===== config.mk =====
export PLATFORM = sky130hd
export DESIGN_NAME = ro_freq_meter_flat
export DESIGN_NICKNAME = d
export VERILOG_FILES = /design/src/rtl/ro_freq_meter_pkg.sv /design/src/rtl/ro_freq_meter_if.sv /design/src/rtl/ro_sync_edge.sv /design/src/rtl/ro_freq_meter.sv /design/src/flat_wrapper.sv
export SDC_FILE = /design/constraint.sdc
export NUM_CORES = 1
export LEC_CHECK = 0
export ABC_AREA = 1
export BUFFER_PORTS_ARGS = -buffer_cell sky130_fd_sc_hd__buf_2
export CAP_MARGIN = 30
export CORE_MARGIN = 3
export CORE_UTILIZATION = 58
export DETAILED_ROUTE_END_ITERATION = 10
export GPL_TIMING_DRIVEN = 1
export PLACE_DENSITY = 0.8
export SLEW_MARGIN = 20
export SYNTH_ARGS = -nofsm -noshare
export SYNTH_HDL_FRONTEND = slang
export SYNTH_SLANG_ARGS = --single-unit

===== constraint.sdc =====
create_clock -name clk -period 2.88 [get_ports clk]
set_input_delay 0.288 -clock clk [delete_from_list [all_inputs] [get_ports clk]]
set_output_delay 0.288 -clock clk [all_outputs]
set_load 0.01 [all_outputs]

===== src/rtl/ro_freq_meter_pkg.sv =====
// Shared definitions for the ring-oscillator frequency meter and its downstream averager.
package ro_freq_meter_pkg;

  localparam int COUNT_W_DEF     = 16;
  localparam int WIN_W_DEF       = 16;
  localparam int SYNC_STAGES_DEF = 2;

  typedef enum logic {
    ST_IDLE    = 1'b0,
    ST_MEASURE = 1'b1
  } meter_state_e;

endpackage


===== src/rtl/ro_freq_meter_if.sv =====
// Control/result bundle between the meter and its controller/averager.
interface ro_freq_meter_if
  import ro_freq_meter_pkg::*;
#(
  parameter int COUNT_W = COUNT_W_DEF,
  parameter int WIN_W   = WIN_W_DEF
);

  logic               en;
  logic               start;
  logic               auto_rearm;
  logic [WIN_W-1:0]   win_len;
  logic [COUNT_W-1:0] count;
  logic               count_valid;
  logic               overflow;
  logic               busy;

  modport master (
    output en, start, auto_rearm, win_len,
    input  count, count_valid, overflow, busy
  );

  modport slave (
    input  en, start, auto_rearm, win_len,
    output count, count_valid, overflow, busy
  );

endinterface


===== src/rtl/ro_sync_edge.sv =====
// Multi-flop synchroniser for an asynchronous level plus a one-cycle rising-edge pulse.
module ro_sync_edge #(
  parameter int STAGES = 2
) (
  input  logic clk,
  input  logic rst_n,
  input  logic async_i,
  output logic level_o,
  output logic rise_o
);

  logic [STAGES-1:0] sync_q;
  logic              delay_q;

  always_ff @(posedge clk or negedge rst_n) begin
    if (!rst_n) begin
      sync_q  <= '0;
      delay_q <= 1'b0;
    end else begin
      sync_q  <= {sync_q[STAGES-2:0], async_i};
      delay_q <= sync_q[STAGES-1];
    end
  end

  assign level_o = sync_q[STAGES-1];
  assign rise_o  = sync_q[STAGES-1] & ~delay_q;

endmodule


===== src/rtl/ro_freq_meter.sv =====
// Gated edge counter: counts synchronised osc_in rising edges over a window of clk cycles.
module ro_freq_meter
  import ro_freq_meter_pkg::*;
#(
  parameter int COUNT_W     = COUNT_W_DEF,
  parameter int WIN_W       = WIN_W_DEF,
  parameter int SYNC_STAGES = SYNC_STAGES_DEF
) (
  input  logic            clk,
  input  logic            rst_n,
  input  logic            osc_in,
  ro_freq_meter_if.slave  bus
);

  logic edge_pulse;
  logic osc_level_unused;

  ro_sync_edge #(.STAGES(SYNC_STAGES)) u_sync_edge (
    .clk     (clk),
    .rst_n   (rst_n),
    .async_i (osc_in),
    .level_o (osc_level_unused),
    .rise_o  (edge_pulse)
  );

  meter_state_e       state_q;
  logic [WIN_W-1:0]   win_len_q;
  logic [WIN_W-1:0]   win_cnt_q;
  logic [COUNT_W-1:0] acc_q;
  logic               sat_q;
  logic [COUNT_W-1:0] count_q;
  logic               count_valid_q;
  logic               overflow_q;
  logic               busy_q;

  logic [WIN_W-1:0]   win_eff;
  logic               acc_full;
  logic [COUNT_W-1:0] acc_d;
  logic               sat_d;
  logic               win_last;

  // A zero-length request still measures one cycle.
  assign win_eff  = (bus.win_len == '0) ? WIN_W'(1) : bus.win_len;
  assign acc_full = &acc_q;
  assign acc_d    = (edge_pulse && !acc_full) ? acc_q + COUNT_W'(1) : acc_q;
  assign sat_d    = sat_q | (edge_pulse & acc_full);
  assign win_last = (win_cnt_q == win_len_q - WIN_W'(1));

  always_ff @(posedge clk or negedge rst_n) begin
    if (!rst_n) begin
      state_q       <= ST_IDLE;
      win_len_q     <= '0;
      win_cnt_q     <= '0;
      acc_q         <= '0;
      sat_q         <= 1'b0;
      count_q       <= '0;
      count_valid_q <= 1'b0;
      overflow_q    <= 1'b0;
      busy_q        <= 1'b0;
    end else begin
      count_valid_q <= 1'b0;
      case (state_q)
        ST_IDLE: begin
          if (bus.en && bus.start) begin
            state_q   <= ST_MEASURE;
            busy_q    <= 1'b1;
            win_len_q <= win_eff;
            win_cnt_q <= '0;
            acc_q     <= '0;
            sat_q     <= 1'b0;
          end
        end
        ST_MEASURE: begin
          if (!bus.en) begin
            // Abandoned window: results keep their previous values.
            state_q <= ST_IDLE;
            busy_q  <= 1'b0;
          end else if (win_last) begin
            count_q       <= acc_d;
            overflow_q    <= sat_d;
            count_valid_q <= 1'b1;
            if (bus.auto_rearm) begin
              win_len_q <= win_eff;
              win_cnt_q <= '0;
              acc_q     <= '0;
              sat_q     <= 1'b0;
            end else begin
              state_q <= ST_IDLE;
              busy_q  <= 1'b0;
            end
          end else begin
            win_cnt_q <= win_cnt_q + WIN_W'(1);
            acc_q     <= acc_d;
            sat_q     <= sat_d;
          end
        end
        default: begin
          state_q <= ST_IDLE;
          busy_q  <= 1'b0;
        end
      endcase
    end
  end

  assign bus.count       = count_q;
  assign bus.count_valid = count_valid_q;
  assign bus.overflow    = overflow_q;
  assign bus.busy        = busy_q;

endmodule


===== src/flat_wrapper.sv =====
// flat-port wrapper written by rule: the top's interface ports become plain ports
module ro_freq_meter_flat import ro_freq_meter_pkg::*;
#(
  parameter int COUNT_W     = COUNT_W_DEF,
  parameter int WIN_W       = WIN_W_DEF,
  parameter int SYNC_STAGES = SYNC_STAGES_DEF
)
  (clk, rst_n, osc_in, bus_en, bus_start, bus_auto_rearm, bus_win_len, bus_count, bus_count_valid, bus_overflow, bus_busy);
  ro_freq_meter_if #(.COUNT_W(COUNT_W), .WIN_W(WIN_W)) bus_i ();
  input  logic clk;
  input  logic rst_n;
  input  logic osc_in;
  input wire logic [$bits(bus_i.en)-1:0] bus_en;
  input wire logic [$bits(bus_i.start)-1:0] bus_start;
  input wire logic [$bits(bus_i.auto_rearm)-1:0] bus_auto_rearm;
  input wire logic [$bits(bus_i.win_len)-1:0] bus_win_len;
  output wire logic [$bits(bus_i.count)-1:0] bus_count;
  output wire logic [$bits(bus_i.count_valid)-1:0] bus_count_valid;
  output wire logic [$bits(bus_i.overflow)-1:0] bus_overflow;
  output wire logic [$bits(bus_i.busy)-1:0] bus_busy;
  assign bus_i.en = bus_en;
  assign bus_i.start = bus_start;
  assign bus_i.auto_rearm = bus_auto_rearm;
  assign bus_i.win_len = bus_win_len;
  assign bus_count = bus_i.count;
  assign bus_count_valid = bus_i.count_valid;
  assign bus_overflow = bus_i.overflow;
  assign bus_busy = bus_i.busy;
  ro_freq_meter #(.COUNT_W(COUNT_W), .WIN_W(WIN_W), .SYNC_STAGES(SYNC_STAGES)) u_core (.clk(clk), .rst_n(rst_n), .osc_in(osc_in), .bus(bus_i));
endmodule

# ---- Word-level counts from Yosys, hierarchy flattened
# Index checks and enable logic that the tools add are counted.
dict set report totals {
  ff_bits 72
  input_bits 22
  output_inout_bits 19
  wordCells 69
}
dict set report classes {
  add_sub_neg 3
  eq_ne 8
  n_mux 33
  bitwise 5
  reduce_logical 9
}
# cell n
set ops {}
lappend ops {{$mux 16} 12}
lappend ops {{$pmux 16 s2} 3}
lappend ops {{$add 16x1->16 const B} 2}
lappend ops {{$eq 16x16->1} 1}
lappend ops {{$logic_not 16->1} 1}
lappend ops {{$reduce_and 16->1} 1}
lappend ops {{$sub 16x1->16 const B} 1}
lappend ops {{$mux 1} 15}
lappend ops {{$ne 3x3->1 const B} 3}
lappend ops {{$reduce_and 3->1} 3}
lappend ops {{$ne 2x2->1 const B} 3}
lappend ops {{$pmux 1 s2} 3}
lappend ops {{$reduce_and 4->1} 1}
lappend ops {{$and 1x1->1} 2}
lappend ops {{$logic_and 1x1->1} 2}
lappend ops {{$ne 2x1->1 const B} 1}
lappend ops {{$not 1->1} 2}
lappend ops {{$logic_not 1->1} 1}
lappend ops {{$or 1x1->1} 1}

# ---- Logic depth before layout (Yosys ltp)
dict set report depth {
  ltp_word 7
  ltp_mapped 16
  mapped_depth_nobuf 15
}

# ---- Cells and area by module
# A second synthesis with hierarchy kept.
dict set report hier_totals {
  cells_unflattened 640
  area_unflattened_um2 4520.6
}
# module instances cells_each area_per_inst_um2 seq_area_each_um2
set modules_own_cells {}
lappend modules_own_cells {ro_freq_meter 1 635 4435.5 1726.7}
lappend modules_own_cells {ro_sync_edge 1 5 85.1 75.1}

# ---- Worst setup path before layout
# Ideal clock, no wire load.
dict set report synth_path {
  path_type {reg-to-reg}
  from {reg u_core.win_len_q[0]}
  to {reg u_core.win_len_q[6]}
  setup_ns 0.117
  t_arrival_ns 1.979
  t_required_ns 2.763
  slack_ns 0.784
  stages_incl_launch_ff 15
  n_path_buf 1
  synth_period_minus_slack_ns 2.096
  cell_sequence {dfrtp_1 > inv_2 > ha_1 > nand2_4 > nor2_2 > nand3_1 > nand2_1 > inv_2 > nor2_1 > nand3_2 > o21bai_4 > nand2_4 > buf_6 > nand2_1 > nand2_1}
}
dict set report synth_via {
  elab_chain_len 4
}
# element line
set synth_lines {}
lappend synth_lines {{start, declared} ro_freq_meter.sv:27} ;# logic [WIN_W-1:0] win_len_q;
lappend synth_lines {{start signal, assigned} ro_freq_meter.sv:67} ;# win_len_q <= win_eff;
lappend synth_lines {{start signal, assigned} ro_freq_meter.sv:83} ;# win_len_q <= win_eff;
lappend synth_lines {{$sub 16x1->16} ro_freq_meter.sv:47} ;# assign win_last = (win_cnt_q == win_len_q - WIN_W'(1));
lappend synth_lines {{$eq 16x16->1} ro_freq_meter.sv:47}
lappend synth_lines {{$ne 2x2->1 (no source line)} --}
lappend synth_lines {{$reduce_and 4->1 (no source line)} --}
# No other way between the ends.
# A chain may end at the register's enable or synchronous reset.

# ---- Final worst setup path
dict set report layout_path {
  from {reg u_core.win_len_q[0]}
  to {reg u_core.win_cnt_q[8]}
}
dict set report layout_via {
  elab_chain_len 5
  word_cells_on_any_way 7
  cone_classes {add/sub (1); eq/ne (2); mux (3); reduce/logical (1)}
}
# element line
set layout_lines {}
lappend layout_lines {{$sub 16x1->16 *} ro_freq_meter.sv:47}
lappend layout_lines {{$eq 16x16->1 *} ro_freq_meter.sv:47}
lappend layout_lines {{$mux 16} ro_freq_meter.sv:78} ;# end else if (win_last) begin
lappend layout_lines {{$mux 16} ro_freq_meter.sv:74} ;# if (!bus.en) begin
lappend layout_lines {{$pmux 16 s2} ro_freq_meter.sv:62} ;# case (state_q)
lappend layout_lines {{end signal, assigned} ro_freq_meter.sv:92} ;# win_cnt_q <= win_cnt_q + WIN_W'(1);
lappend layout_lines {{end, declared} ro_freq_meter.sv:28} ;# logic [WIN_W-1:0] win_cnt_q;
# Mark *: on every way between the ends. The rest lies on a longest branch, timed or not. The select of a mux whose other input is x is not followed.

==> flow_metrics.py <==
metrics = {
    "sta": {
        "finalMaxSlewViolations": 0,
        "clock_skew_ns": 0.01145,
        "final_hold_viol_count": 0,
        "period_needed_ns": 2.649,
        "fin_crit_sh_pct": 91.97,
        "fmax_mhz": 377.5,
        "hold_ws_ns": 0.03031,
        "finalSetupViolations": 0,
        "rsz0062_at_grt": "no",
        "max_slew_margin_pct": 41.98,
        "tightest_slew_ns": 0.8703,
        "finalSetupTns_ns": 0,
    },
    "worst_setup_path": {
        "r2r_start": "u_core.win_len_q[0]$_DFFE_PN0P_",
        "cp.required_ns": 3.12,
        "cp-startpoint": "u_core.win_len_q[0]$_DFFE_PN0P_",
        "cp.arrival_ns": 2.89,
        "reg2reg_to": "u_core.win_cnt_q[8]$_DFFE_PN0P_",
        "critPathMaxFanout": 17,
        "cp-start-kind": "register",
        "crit_end": "u_core.win_cnt_q[8]$_DFFE_PN0P_",
        "worst-setup-path-type": "reg2reg",
        "reg2regPathDepth": 13,
        "reg2reg_setup_slack_ns": 0.23,
        "endpoint_kind": "register",
    },
    "synthesis": {
        "ys_types": 36,
        "ys_ff_latch": 72,
        "ys_warn_count": 0,
        "netlist_area_mm2": 0.004556,
        "synth_edf_count": 0,
        "netlist_instances": 629,
        "synth-seq-area-share_pct": 39.55,
        "synth.avg_cell_area_um2": 7.243,
        "syn_nets": 654,
        "synthArstFlopShare_pct": 100.0,
        "synth_flop_cell": "dfrtp_1",
    },
    "clock_network": {
        "tritoncts": "done",
        "cts.clk_slew.worst_paths_ns": 0.09,
        "cts-root-buf": "clkbuf_8",
        "cts-htree-levels": 3,
        "cts_setup_buffers": 0,
        "numCtsBuffers": 9,
        "ctsHoldBuffers": 0,
        "clk_path_buf_depth": 2,
        "cts_resized": 0,
        "cts_sinks": 72,
        "worstSkewPairLatency_ns": 0.36,
    },
    "drt": {
        "drtIter0Drc": 266,
        "num_vias": 4295,
        "drt_first_pass_iters": 5,
        "wl_per_cell_um": 14.91,
        "ant_nets": 0,
        "wl_mm": 11.53,
        "viasPerCell": 5.556,
        "drc": 0,
    },
    "outcome": {
        "run_status": "completed",
    },
    "global_route": {
        "grt_pass1_wl_mm": 19.40,
        "grt_usage_pct": 27.83,
        "grt_overflow": 0,
        "grt_pass1_vias": 4110,
        "antenna_found_initial": 0,
        "grt_max_degree": 39,
    },
    "worst_hold_path": {
        "hold_path.class": "in2async",
    },
    "place": {
        "dp_hpwl_mm": 8.582,
        "place_congestion": 1.045,
        "portBuffers": 40,
    },
    "flow_run": {
        "max_cap_viol_count": 0,
    },
    "die": {
        "die_y_um": 94.63,
        "initial_utilization_pct": 61.17,
        "rows": 31,
        "io_pins": 41,
        "die-area_mm2": 0.008954,
        "core_mm2": 0.007447,
        "dieWidth_um": 94.63,
    },
    "final_layout": {
        "drive_gt1_share_pct": 13.50,
        "layout_common_cells": "214 x nand2_1, 77 x nand3_1, 72 x dfrtp_1",
        "syn2layout_area_growth_pct": 9.887,
        "post-route-util_pct": 67.22,
        "nNetsFinal": 694,
        "final_common_cell": "nand2_1",
        "diodes": 0,
    },
    "pwr": {
        "p_leak_uw": 0.002448,
        "power_uw": 4139,
        "ir_drop_mv": 0.4956,
        "powerDensity_mw_per_mm2": 826.8,
    },
}
cell families after synthesis:
family          synth area share (%)
buf+inv                        6.894
xor+xnor                       7.498
fa+ha+maj                     0.8240
simple gates                   39.80
flops                          39.55
compound gates                 5.438
worst min-delay path by stage:
stage,slack [ns],startpoint,endpoint,cells after the start
CTS,0.02,osc_in,u_core.u_sync_edge.sync_q[0]$_DFF_PN0_,1
global placement,0.33,u_core.u_sync_edge.sync_q[0]$_DFF_PN0_,u_core.u_sync_edge.sync_q[1]$_DFF_PN0_,0
detailed placement,0.33,u_core.u_sync_edge.sync_q[0]$_DFF_PN0_,u_core.u_sync_edge.sync_q[1]$_DFF_PN0_,0
floorplan,-0.008,rst_n,u_core.acc_q[0]$_DFFE_PN0P_,0
global route,0.02,osc_in,u_core.u_sync_edge.sync_q[0]$_DFF_PN0_,1
finish,0.03,rst_n,u_core.win_len_q[11]$_DFFE_PN0P_,1
where the power goes:
part / internal (µW) / switching [µW]
Combinational: 615 / 1200
Clock: 329 / 447
Sequential: 1210 / 336
per-stage QoR:
stage	setup WS (ns)	std cells	area [µm²]
2_1_floorplan	0.7840	629	4556
3_3_place_gp	0.4028	757	4821
3_5_place_dp	0.2867	757	4821
4_1_cts	0.2655	773	5006
5_1_grt	0.03667	773	5006
6_report	0.2312	773	5006
worst max-delay path: stages (launching register included):
cell,delay [ns]
dfrtp_1,0.41
inv_2,0.12
ha_1,0.30
nand2_4,0.11
nor2_4,0.15
nand3_1,0.09
nand2_1,0.10
nand2_1,0.05
nor2_1,0.11
nand3_2,0.17
o21bai_4,0.39
nand2_2,0.31
nand2_1,0.15
nand2_1,0.06
cells in the mapped netlist, types with 2 or more instances:
| library cell | count | area [µm²] |
|---|---|---|
| nor2_1 | 46 | 172.7 |
| xnor2_1 | 10 | 87.58 |
| o21bai_4 | 2 | 37.54 |
| nand4_1 | 8 | 50.05 |
| nand2_2 | 3 | 18.77 |
| nand2_4 | 3 | 33.78 |
| clkbuf_1 | 7 | 26.28 |
| o21ai_1 | 21 | 105.1 |
| buf_6 | 6 | 67.56 |
| inv_2 | 4 | 15.01 |
| nor2_4 | 5 | 56.30 |
| a21oi_1 | 3 | 15.01 |
| xor2_1 | 29 | 254.0 |
| nor3_1 | 26 | 130.1 |
| o21ai_0 | 13 | 65.06 |
| clkbuf_2 | 2 | 10.01 |
| dfrtp_1 | 72 | 1802 |
| buf_2 | 6 | 30.03 |
| nand3b_1 | 5 | 37.54 |
| ha_1 | 3 | 37.54 |
| nand3_1 | 77 | 385.4 |
| clkinv_1 | 2 | 7.510 |
| inv_1 | 40 | 150.1 |
| nand2_1 | 214 | 803.3 |
| nor2_2 | 3 | 18.77 |
| nand3_2 | 2 | 20.02 |
| nor4_1 | 8 | 50.05 |
registers in the layout, summed over array words and instances (netlist names):
signal / count
u_core.acc_q: 16
u_core.bus.busy: 1
u_core.bus.count: 16
u_core.bus.count_valid: 1
u_core.bus.overflow: 1
u_core.sat_q: 1
u_core.state_q: 1
u_core.u_sync_edge.delay_q: 1
u_core.u_sync_edge.sync_q: 2
u_core.win_cnt_q: 16
u_core.win_len_q: 16
layer usage:
layer / part of all wire (%) / wire length, µm / vias up / GRT usage, %
met5: 0 / 0 / - / 0
met4: 3.0 / 348 / 0 / 11.54
met3: 4.4 / 503 / 32 / 5.657
met2: 48 / 5512 / 125 / 44.45
met1: 45 / 5162 / 2028 / 36.97
li1: - / - / 2110 / -
final cells by class:
cell class / count / area (µm²)
Inverter: 46 / 172.7
Fill cell: 638 / 2441
Sequential cell: 72 / 1802
Clock inverter: 7 / 61.31
Clock buffer: 9 / 123.9
Tap cell: 99 / 123.9
Timing Repair Buffer: 51 / 282.8
Multi-Input combinational cell: 489 / 2440
Power figures use the tool's default switching activity.
